<file path="config.mk">
export PLATFORM = sky130hd
export DESIGN_NAME = multiple_seq
export DESIGN_NICKNAME = d
export VERILOG_FILES = /design/src/rtl/multiple_seq.sv
export SDC_FILE = /design/constraint.sdc
export NUM_CORES = 1
export LEC_CHECK = 0
export CELL_PAD_IN_SITES_DETAIL_PLACEMENT = 1
export CELL_PAD_IN_SITES_GLOBAL_PLACEMENT = 1
export CORE_AREA = 2 2 66 68
export DETAILED_ROUTE_END_ITERATION = 8
export DIE_AREA = 0 0 68 70
export HOLD_SLACK_MARGIN = 0.03
export PLACE_DENSITY_LB_ADDON = 0.1
export SYNTH_ARGS = -nofsm -noshare
export SYNTH_HDL_FRONTEND = slang
export SYNTH_SLANG_ARGS = --single-unit
</file>
<file path="constraint.sdc">
create_clock -name clk -period 4.5 [get_ports clk]
set_clock_uncertainty 0.05 [all_clocks]
set_input_delay 0.675 -clock clk [delete_from_list [all_inputs] [get_ports clk]]
set_output_delay 0.675 -clock clk [all_outputs]
set_load 0.005 [all_outputs]
</file>
<file path="src/rtl/multiple_seq.sv">
// multiple_seq: walks a Thumb LDM/STM/PUSH/POP register list one register
// per cycle, presenting register number and byte offset to execute/memory,
// and holding the fetch side stalled until the final transfer.
module multiple_seq (
    input  logic       clk,
    input  logic       rst,
    input  logic       start,
    input  logic [8:0] reg_list,
    input  logic       is_load,
    input  logic       flush,
    output logic       busy,
    output logic       multiple_pulse,
    output logic       multiple_stable,
    output logic       xfer_valid,
    output logic [3:0] xfer_reg,
    output logic       xfer_load,
    output logic [5:0] offset,
    output logic       last,
    output logic [5:0] total_bytes,
    output logic       stall_if
);

    typedef enum logic {
        S_IDLE = 1'b0,
        S_RUN  = 1'b1
    } state_t;

    state_t     state_q, state_d;
    logic [8:0] remaining_q, remaining_d;
    logic [5:0] offset_q, offset_d;
    logic       load_q, load_d;
    logic       first_q, first_d;
    logic [5:0] total_q, total_d;

    logic [8:0] lowest_bit;
    logic [3:0] lowest_idx;
    logic [3:0] list_count;
    logic       rem_single;
    logic       run;

    // Two's-complement trick isolates the lowest set bit of the pending list.
    assign lowest_bit = remaining_q & (~remaining_q + 9'd1);

    // Exactly one bit left means this cycle carries the final transfer.
    assign rem_single = (remaining_q != 9'd0) &&
                        ((remaining_q & (remaining_q - 9'd1)) == 9'd0);

    assign run = (state_q == S_RUN);

    // Priority encoder: index of the lowest pending register bit.
    always_comb begin
        lowest_idx = 4'd0;
        for (int i = 8; i >= 0; i--) begin
            if (remaining_q[i]) begin
                lowest_idx = 4'(i);
            end
        end
    end

    // Number of registers in the incoming list, used for the writeback size.
    always_comb begin
        list_count = 4'd0;
        for (int i = 0; i < 9; i++) begin
            list_count = list_count + {3'b000, reg_list[i]};
        end
    end

    // Next-state logic; flush aborts from any state and beats start.
    always_comb begin
        state_d     = state_q;
        remaining_d = remaining_q;
        offset_d    = offset_q;
        load_d      = load_q;
        first_d     = first_q;
        total_d     = total_q;

        if (flush) begin
            state_d     = S_IDLE;
            remaining_d = 9'd0;
            offset_d    = 6'd0;
            load_d      = 1'b0;
            first_d     = 1'b0;
            total_d     = 6'd0;
        end else begin
            case (state_q)
                S_IDLE: begin
                    // An empty list is not a sequence; stay idle.
                    if (start && (reg_list != 9'd0)) begin
                        state_d     = S_RUN;
                        remaining_d = reg_list;
                        offset_d    = 6'd0;
                        first_d     = 1'b1;
                        load_d      = is_load;
                        total_d     = {list_count, 2'b00};
                    end
                end
                S_RUN: begin
                    // start is ignored here: the decoder is held by stall_if.
                    remaining_d = remaining_q & ~lowest_bit;
                    offset_d    = offset_q + 6'd4;
                    first_d     = 1'b0;
                    if (rem_single) begin
                        state_d = S_IDLE;
                    end
                end
                default: begin
                    state_d = S_IDLE;
                end
            endcase
        end
    end

    // State register; reset behaves like a flush and overrides all inputs.
    always_ff @(posedge clk) begin
        if (rst) begin
            state_q     <= S_IDLE;
            remaining_q <= 9'd0;
            offset_q    <= 6'd0;
            load_q      <= 1'b0;
            first_q     <= 1'b0;
            total_q     <= 6'd0;
        end else begin
            state_q     <= state_d;
            remaining_q <= remaining_d;
            offset_q    <= offset_d;
            load_q      <= load_d;
            first_q     <= first_d;
            total_q     <= total_d;
        end
    end

    // Outputs are gated to zero whenever no sequence is running.
    always_comb begin
        busy            = run;
        multiple_stable = run;
        xfer_valid      = run;
        multiple_pulse  = run & first_q;
        xfer_load       = run & load_q;
        offset          = run ? offset_q : 6'd0;
        total_bytes     = run ? total_q  : 6'd0;
        last            = run & rem_single;
        stall_if        = run & ~rem_single;
        xfer_reg        = 4'd0;
        if (run) begin
            // Bit 8 is LR for stores and PC for loads.
            if (lowest_idx == 4'd8) begin
                xfer_reg = load_q ? 4'd15 : 4'd14;
            end else begin
                xfer_reg = lowest_idx;
            end
        end
    end

endmodule
</file>
==> impl_metrics.ini, run 1 <==
[status]
outcome = finished clean

[die]
initial_core_util_pct = 32.52
coreArea_um2 = 4144
rows = 24
dieArea_um2 = 4760
io_pins = 37
dieHeight_um = 70
dieWidth_um = 68

[sta]
finalCritPeriodShare_pct = 83.96
grt_setup_unrepaired = no
relSlewSlack_pct = 45.40
finalHoldViolations = 0
finalSetupTns_ns = 0
post-route-min-period_ns = 3.778
drv_slew = 0
timing.fmax_ghz = 0.2647
setup_viol = 0
worst_pin_slew_ns = 0.8159

[grt]
grt_pass1_vias = 1289
grt_max_degree = 22
antenna_found_initial = 0
grt_overflow = 0
track_usage_pct = 16.09
grt_pass1_wl_um = 5975

[yosys]
ys.flop_type = dfxtp_1
synth_top_area_share_pct = 29.71
synth_commonest_cells = 23 x nand2_1, 22 x a21oi_1, 20 x dfxtp_1
synth_edf_count = 0
syn_area_um2 = 1348
netlist_top_cells_area = dfxtp_1 30%, a21oi_1 8.2%, fa_1 7.4%, nand2_1 6.4%, inv_1 5.0%
synthCells = 174
yosys.cell_count.top_type = nand2_1
synth_warnings = 0
ys_ff_latch = 20
ys_types = 40
syn-mean-instance-area_um2 = 7.744
async_reset_ff_share_pct = 0
yosys.area.top_type = dfxtp_1
ys_seq_area_share_pct = 29.71

[route]
drc = 0
wirelength_um = 3481
routedWlPerCell_um = 13.81
viasPerCell = 5.040
drtIter0Drc = 24
vias = 1270
first_pass_iters = 4
drtAntennaViolNets = 0

[clock_network]
insertion_delay_ns = 0.27
cts_setup_buffers = 0
cts_tree = yes
numClockSinks = 20
cts_resized = 0
clockBufferDepth = 2
hold_buffers = 0
htree_levels = 1
clkTransAtPathRegs_ns = 0.09
cts_root_buf = clkbuf_8
cts_made_buffers = 3

[critical_path]
critical_path_class = in2reg
crit_path_end_kind = flop
critPathMostFrequentCell = fa_1
worstPathCellList = clkdlybuf4s50_1 -> inv_1 -> fa_1 -> fa_1 -> fa_1 -> inv_1 -> fa_1 -> fa_1 -> xnor2_1 -> a211oi_1
path_buf_inv = 3
crit_path_start_kind = input pin
crit_cells = 10
slowest_stage = fa_1
worstPathArrival_ns = 3.91
rr_worst_depth = 5
cp.required_ns = 4.63
slowest_delay_ns = 0.56
critical_path_peak_fanout = 3
critPathTopFamily = adder cells

[power]
ir_worst_vdd_v = 0.0001069
power_density_nw_per_um2 = 279.3
p_leak_nw = 0.6621

[placed_design]
gp_congestion = 0.7592
io_buffers = 32
hpwl_um = 2679
dpl_cell_area_um2 = 1664

[cells_and_area]
synthToLayoutAreaGrowth_pct = 28.78
diodes = 0
nets = 224
drive_gt1_share_pct = 7.500
final_area_um2 = 1735

[hold_path]
whs_path_depth = 2
hp-class = reg2reg

[job]
drv_cap = 0
-- registers in the layout, indices dropped and copies added, names as in the netlist --
| signal | flops |
|---|---|
| offset_q | 4 |
| first_q | 1 |
| load_q | 1 |
| remaining_q | 9 |
| busy | 1 |
| total_q | 4 |
-- metrics by stage --
step	utilization, %	std cells	power (mW)	setup WS, ns	hold WS (ns)
finish	41.88	252	0.4846	0.7217	0.4060
global route	41.88	252	0.5145	0.6299	0.4378
floorplan	-	177	0.2669	1.057	0.3773
global placement	40.16	248	0.2970	0.5435	0.3937
CTS	41.88	252	0.4902	0.6945	0.4115
detailed placement	40.16	248	0.3023	0.4089	0.3992
-- worst reg2reg max path, cell delays in order (launching register included) --
cell       delay [ns]
dfxtp_1          0.39
or4_4            0.57
or3_4            0.35
or4_4            0.43
nand4bb_2        0.11
a31oi_1          0.08
-- cells in the final DEF (no fill, tap or decap), drive strengths merged, types with 4 or more instances in the layout --
cell type      Yosys  final
inv               18     18
a21oi             22     22
clkdlybuf4s50      0     32
nor2               7      7
nand2             23     23
dfxtp             20     20
nand3             10     10
and2               8      8
nand2b             4      4
conb               1      4
ha                 4      4
fa                 5      5
o21ai              5      5
nor3               4      4
-- final timing paths --
check	startpoint	endpoint	slack (ns)
setup reg to reg	remaining_q[2]	busy	2.39
setup / recovery	reg_list[0]	total_q[4]	0.72
hold reg to reg	total_q[3]	total_q[3]	0.41
hold / removal	total_q[3]	total_q[3]	0.41
-- logic make-up (layout without fill, tap and decap cells) --
group	Yosys count	count (layout)	share of synthesized area, %
AND/OR/NAND/NOR	70	70	28.14
AO/OA/AOI/OAI	40	40	17.83
buffers and inverters	32	55	11.51
flip-flops	20	20	29.71
adder cells (fa/ha/maj)	10	10	11.89
other	1	4	0.2783
XOR/XNOR	1	1	0.6501
-- report_power, final --
part           switching [mW]  internal (mW)
sequential            0.00652          0.183
clock                  0.0695          0.119
combinational          0.0548         0.0515
-- routing by layer --
layer	wire length, um	GRT usage (%)
met3	128	3.382
met2	1721	26.54
met4	38	4.000
met1	1593	21.07
met5	0	0
-- layout make-up --
type | count | area (um^2)
timing repair buffer | 33 | 327.8
inverter | 18 | 67.56
sequential | 20 | 400.4
clock inverter | 1 | 30.03
tap | 52 | 65.06
clock buffer | 3 | 41.29
fill | 495 | 2409
multi-input combinational | 125 | 803.3
No activity file was read; power rests on OpenSTA's default activity.
==> run 2, diff against run 1 <==
Settings changed: CORE_AREA 2 2 66 68 to 2 2 69 71, DIE_AREA 0 0 68 70 to 0 0 71 73.
Clock period 4.5 ns to 3.2 ns, I/O delays scaled along.
==> impl_metrics.ini, run 2 (synthesis gave the netlist of run 1 again) <==
[critical_path]
critPathTopFamily = adder cells
crit_path_end_kind = flop
slowest_delay_ns = 0.55
path_buf_inv = 3
cp.required_ns = 3.36
critPathMostFrequentCell = fa_1
crit_path_start_kind = input pin
critical_path_class = in2reg
critical_path_peak_fanout = 2
worstPathArrival_ns = 3.27
worstPathCellList = clkdlybuf4s15_2 -> inv_2 -> fa_1 -> fa_1 -> fa_1 -> inv_1 -> fa_2 -> fa_2 -> nand2_1 -> a21oi_1
slowest_stage = fa_2

[grt]
track_usage_pct = 14.42
grt_pass1_vias = 1307
grt_pass1_wl_um = 6009
grt_most_used_layer = met2
antenna_found_initial = 0
grt_use_met1_pct = 18.41
grt_max_degree = 21
met3_usage_pct = 1.657
grt_overflow = 0
use_met2_pct = 25.23

[placed_design]
gp_congestion = 0.7940
pre_cts_slack_ns = -0.5125
dpl_cell_area_um2 = 1754
hpwl_um = 2857
io_buffers = 32

[clock_network]
hold_buffers = 0
clockBufferDepth = 2
cts_tree = yes
htree_levels = 1
clkTransAtPathRegs_ns = 0.08
numClockSinks = 20
cts_root_buf = clkbuf_8
insertion_delay_ns = 0.27
cts_made_buffers = 3

[power]
ir_worst_vdd_v = 0.0001277
p_leak_nw = 0.7145
total_power_uw = 635.5
power_density_nw_per_um2 = 349.1

[cells_and_area]
drive_gt1_share_pct = 17.84
final_common_cell = clkdlybuf4s50_1
synthToLayoutAreaGrowth_pct = 35.10
top_regs = remaining_q (9), offset_q (4), total_q (4)
final_util_pct = 40.14
max_flop_register = remaining_q
largest_reg_flops = 9
nets = 237
diodes = 0
final_cell_mix = 29 x clkdlybuf4s50_1, 23 x nand2_1, 21 x a21oi_1
final_area_um2 = 1821

[die]
dieWidth_um = 71
coreArea_um2 = 4536
rows = 25
dieArea_um2 = 5183
dieHeight_um = 73
initial_core_util_pct = 29.71
io_pins = 37

[sta]
finalSetupTns_ns = 0
fin_ws_ns = 0.08103
setup_viol = 0
post-route-min-period_ns = 3.119
finalHoldViolations = 0
timing.fmax_ghz = 0.3206
finalCritPeriodShare_pct = 97.47
drv_slew = 0

[route]
drtAntennaViolNets = 0
drtIter0Drc = 35
drc = 0
routedWlPerCell_um = 13.30
wirelength_um = 3552
vias = 1308
viasPerCell = 4.899
first_pass_iters = 2

[job]
drv_cap = 0

[status]
outcome = finished clean

[hold_path]
hp-class = reg2reg
[run 2: cell types whose count changed in the layout (fill, tap and decap cells not counted), moves of 2 or more]
cell / delta
buf_4: +13
fa_2: +2
buf_2: +2
inv_2: +3
fa_1: -2
clkdlybuf4s50_1: -3
inv_1: -3
[run 2: report_power, final]
group	switching, mW	internal [mW]
sequential	0.00875	0.258
clock	0.0925	0.110
combinational	0.0817	0.0849
total	0.183	0.453
[run 2: path summary, 6_finish.rpt]
| kind | cells after the start | end | slack (ns) | startpoint |
|---|---|---|---|---|
| worst max-delay path | 10 | total_q[3] | 0.08 | reg_list[1] |
| worst min-delay path | 2 | total_q[5] | 0.41 | total_q[5] |
| worst max register to register | 5 | busy | 1.14 | remaining_q[3] |
| worst min register to register | 2 | total_q[5] | 0.41 | total_q[5] |
[run 2: worst min-delay path: stages, from the launching register on]
cell     delay (ns)
dfxtp_1        0.31
nand2_1        0.05
a21oi_1        0.05
[run 2: area by class of cell]
cell class,count,area (um^2)
Clock buffer,4,55.05
Fill cell,548,2715
Inverter,18,67.56
Multi-Input combinational cell,125,812.0
Sequential cell,20,401.6
Tap cell,54,67.56
Timing Repair Buffer,46,416.7
[run 2: per-layer routing]
| metal | share of wire, % | vias up |
|---|---|---|
| met5 | 0 | - |
| met4 | 1.3 | 0 |
| met3 | 3.1 | 4 |
| met2 | 47 | 26 |
| met1 | 48 | 621 |
| li1 | - | 657 |
[run 2: what timing repair did]
| item | CTS | global route |
|---|---|---|
| setup endpoints to repair | 2 | 3 |
| resized for setup | 13 | 2 |
| pin swaps | 7 | 2 |
| setup buffers | 2 | 0 |
[run 2: per-stage QoR]
stage,instances,hold WS [ns]
finish,267,0.4072
global route,267,0.4350
CTS,267,0.4104
detailed placement,261,0.4009
global placement,261,0.3954
floorplan,177,0.3773
==> run 3, diff against run 2 <==
Settings changed: CORE_AREA 2 2 69 71 to 5 5 72 74, DIE_AREA 0 0 71 73 to 0 0 77 79, SKIP_CTS_REPAIR_TIMING set to 1.
==> impl_metrics.ini, run 3 (synthesis gave the netlist of run 1 again) <==
[status]
outcome = finished clean

[critical_path]
slowest_delay_ns = 0.53
worstReg2RegEnd = busy
crit_path_end_kind = flop
crit_path_start_kind = input pin
critical_path_peak_fanout = 2
worstPathArrival_ns = 3.25
critPathMostFrequentCell = fa_1
slowest_stage = fa_1
critical_path_class = in2reg
r2r_start = remaining_q[3]
cp.required_ns = 3.33
regToRegSetupSlack_ns = 1.15
rr_worst_depth = 5
critical_path.startpoint = reg_list[3]
worstPathCellList = clkbuf_2 -> inv_2 -> fa_1 -> fa_1 -> fa_1 -> inv_2 -> fa_2 -> fa_2 -> xnor2_2 -> a211oi_1
crit_path_end = total_q[4]

[die]
rows = 25
dieWidth_um = 77
dieArea_um2 = 6083
initial_core_util_pct = 29.71
io_pins = 37
dieHeight_um = 79
coreArea_um2 = 4536

[cells_and_area]
largest_reg_flops = 9
diodes = 0
synthToLayoutAreaGrowth_pct = 36.30
final_common_cell = clkdlybuf4s50_1
nets = 236
max_flop_register = remaining_q
final_area_um2 = 1837
final_util_pct = 40.50
top_regs = remaining_q (9), offset_q (4), total_q (4)
final_cell_mix = 29 x clkdlybuf4s50_1, 23 x nand2_1, 21 x a21oi_1
drive_gt1_share_pct = 18.40

[sta]
finalSetupTns_ns = 0
post-route-min-period_ns = 3.125
fin_ws_ns = 0.07529
setup_viol = 0
finalCritPeriodShare_pct = 97.65
timing.fmax_ghz = 0.3200
finalHoldViolations = 0
drv_slew = 0

[job]
drv_cap = 0

[clock_network]
insertion_delay_ns = 0.26
htree_levels = 1
numClockSinks = 20
clockBufferDepth = 2
clkTransAtPathRegs_ns = 0.08
cts_root_buf = clkbuf_8
cts_made_buffers = 3
cts_tree = yes

[grt]
antenna_found_initial = 0
grt_pass1_vias = 1307
track_usage_pct = 12.36
grt_overflow = 0
grt_max_degree = 21
grt_pass1_wl_um = 6216

[hold_path]
hp-class = reg2reg

[placed_design]
gp_congestion = 0.7765
hpwl_um = 2998
pre_cts_slack_ns = -0.5130
io_buffers = 32
dpl_cell_area_um2 = 1747

[route]
first_pass_iters = 4
drc = 0
drtAntennaViolNets = 0
routedWlPerCell_um = 13.85
drtIter0Drc = 44
vias = 1298
wirelength_um = 3685
viasPerCell = 4.880

[power]
power_density_nw_per_um2 = 380.3
ir_worst_vdd_v = 0.0001338
total_power_uw = 698.5
p_leak_nw = 0.7224
[run 3: worst min-delay path by stage]
stage / start / end / slack (ns) / cells after the start
final: total_q[5] / total_q[5] / 0.40 / 2
after floorplan: total_q[5] / total_q[5] / 0.38 / 2
after CTS: total_q[5] / total_q[5] / 0.40 / 2
after detailed placement: total_q[5] / total_q[5] / 0.39 / 2
after global placement: total_q[5] / total_q[5] / 0.40 / 2
after global routing: total_q[3] / total_q[3] / 0.42 / 2
[run 3: worst max-delay path: cells and delay by family]
family	cells	cell delay [ns]
AO/OA/AOI/OAI	1	0.18
XOR/XNOR	1	0.14
adder cells (fa/ha/maj)	5	2.26
buffers and inverters	3	0.18
[run 3: area by class of cell]
| class | instances | area (um^2) |
|---|---|---|
| Sequential cell | 20 | 401.6 |
| Tap cell | 54 | 67.56 |
| Inverter | 18 | 67.56 |
| Multi-Input combinational cell | 125 | 819.5 |
| Timing Repair Buffer | 45 | 409.1 |
| Clock inverter | 1 | 30.03 |
| Clock buffer | 3 | 41.29 |
| Fill cell | 555 | 2699 |
[run 3: stage by stage]
stage / instances / hold slack (ns)
after floorplan: 177 / 0.3773
after global placement: 260 / 0.3959
after detailed placement: 260 / 0.3929
after CTS: 264 / 0.4027
after global routing: 266 / 0.4241
final: 266 / 0.3997
[run 3: per-layer routing]
| metal | vias up | global-route usage (%) | wire (um) |
|---|---|---|---|
| met1 | 613 | 15.86 | 1682 |
| li1 | 654 | - | - |
| met2 | 29 | 21.48 | 1815 |
| met3 | 2 | 2.494 | 167 |
| met4 | 0 | 2.577 | 19 |
| met5 | - | 0 | 0 |
[run 3: power by group]
group          total [mW]  internal [mW]  switching (mW)  leakage (nW)
logic               0.178         0.0912          0.0869         0.524
registers           0.267          0.258         0.00910         0.163
clock network       0.253          0.167          0.0866        0.0357
total               0.699          0.516           0.183         0.722
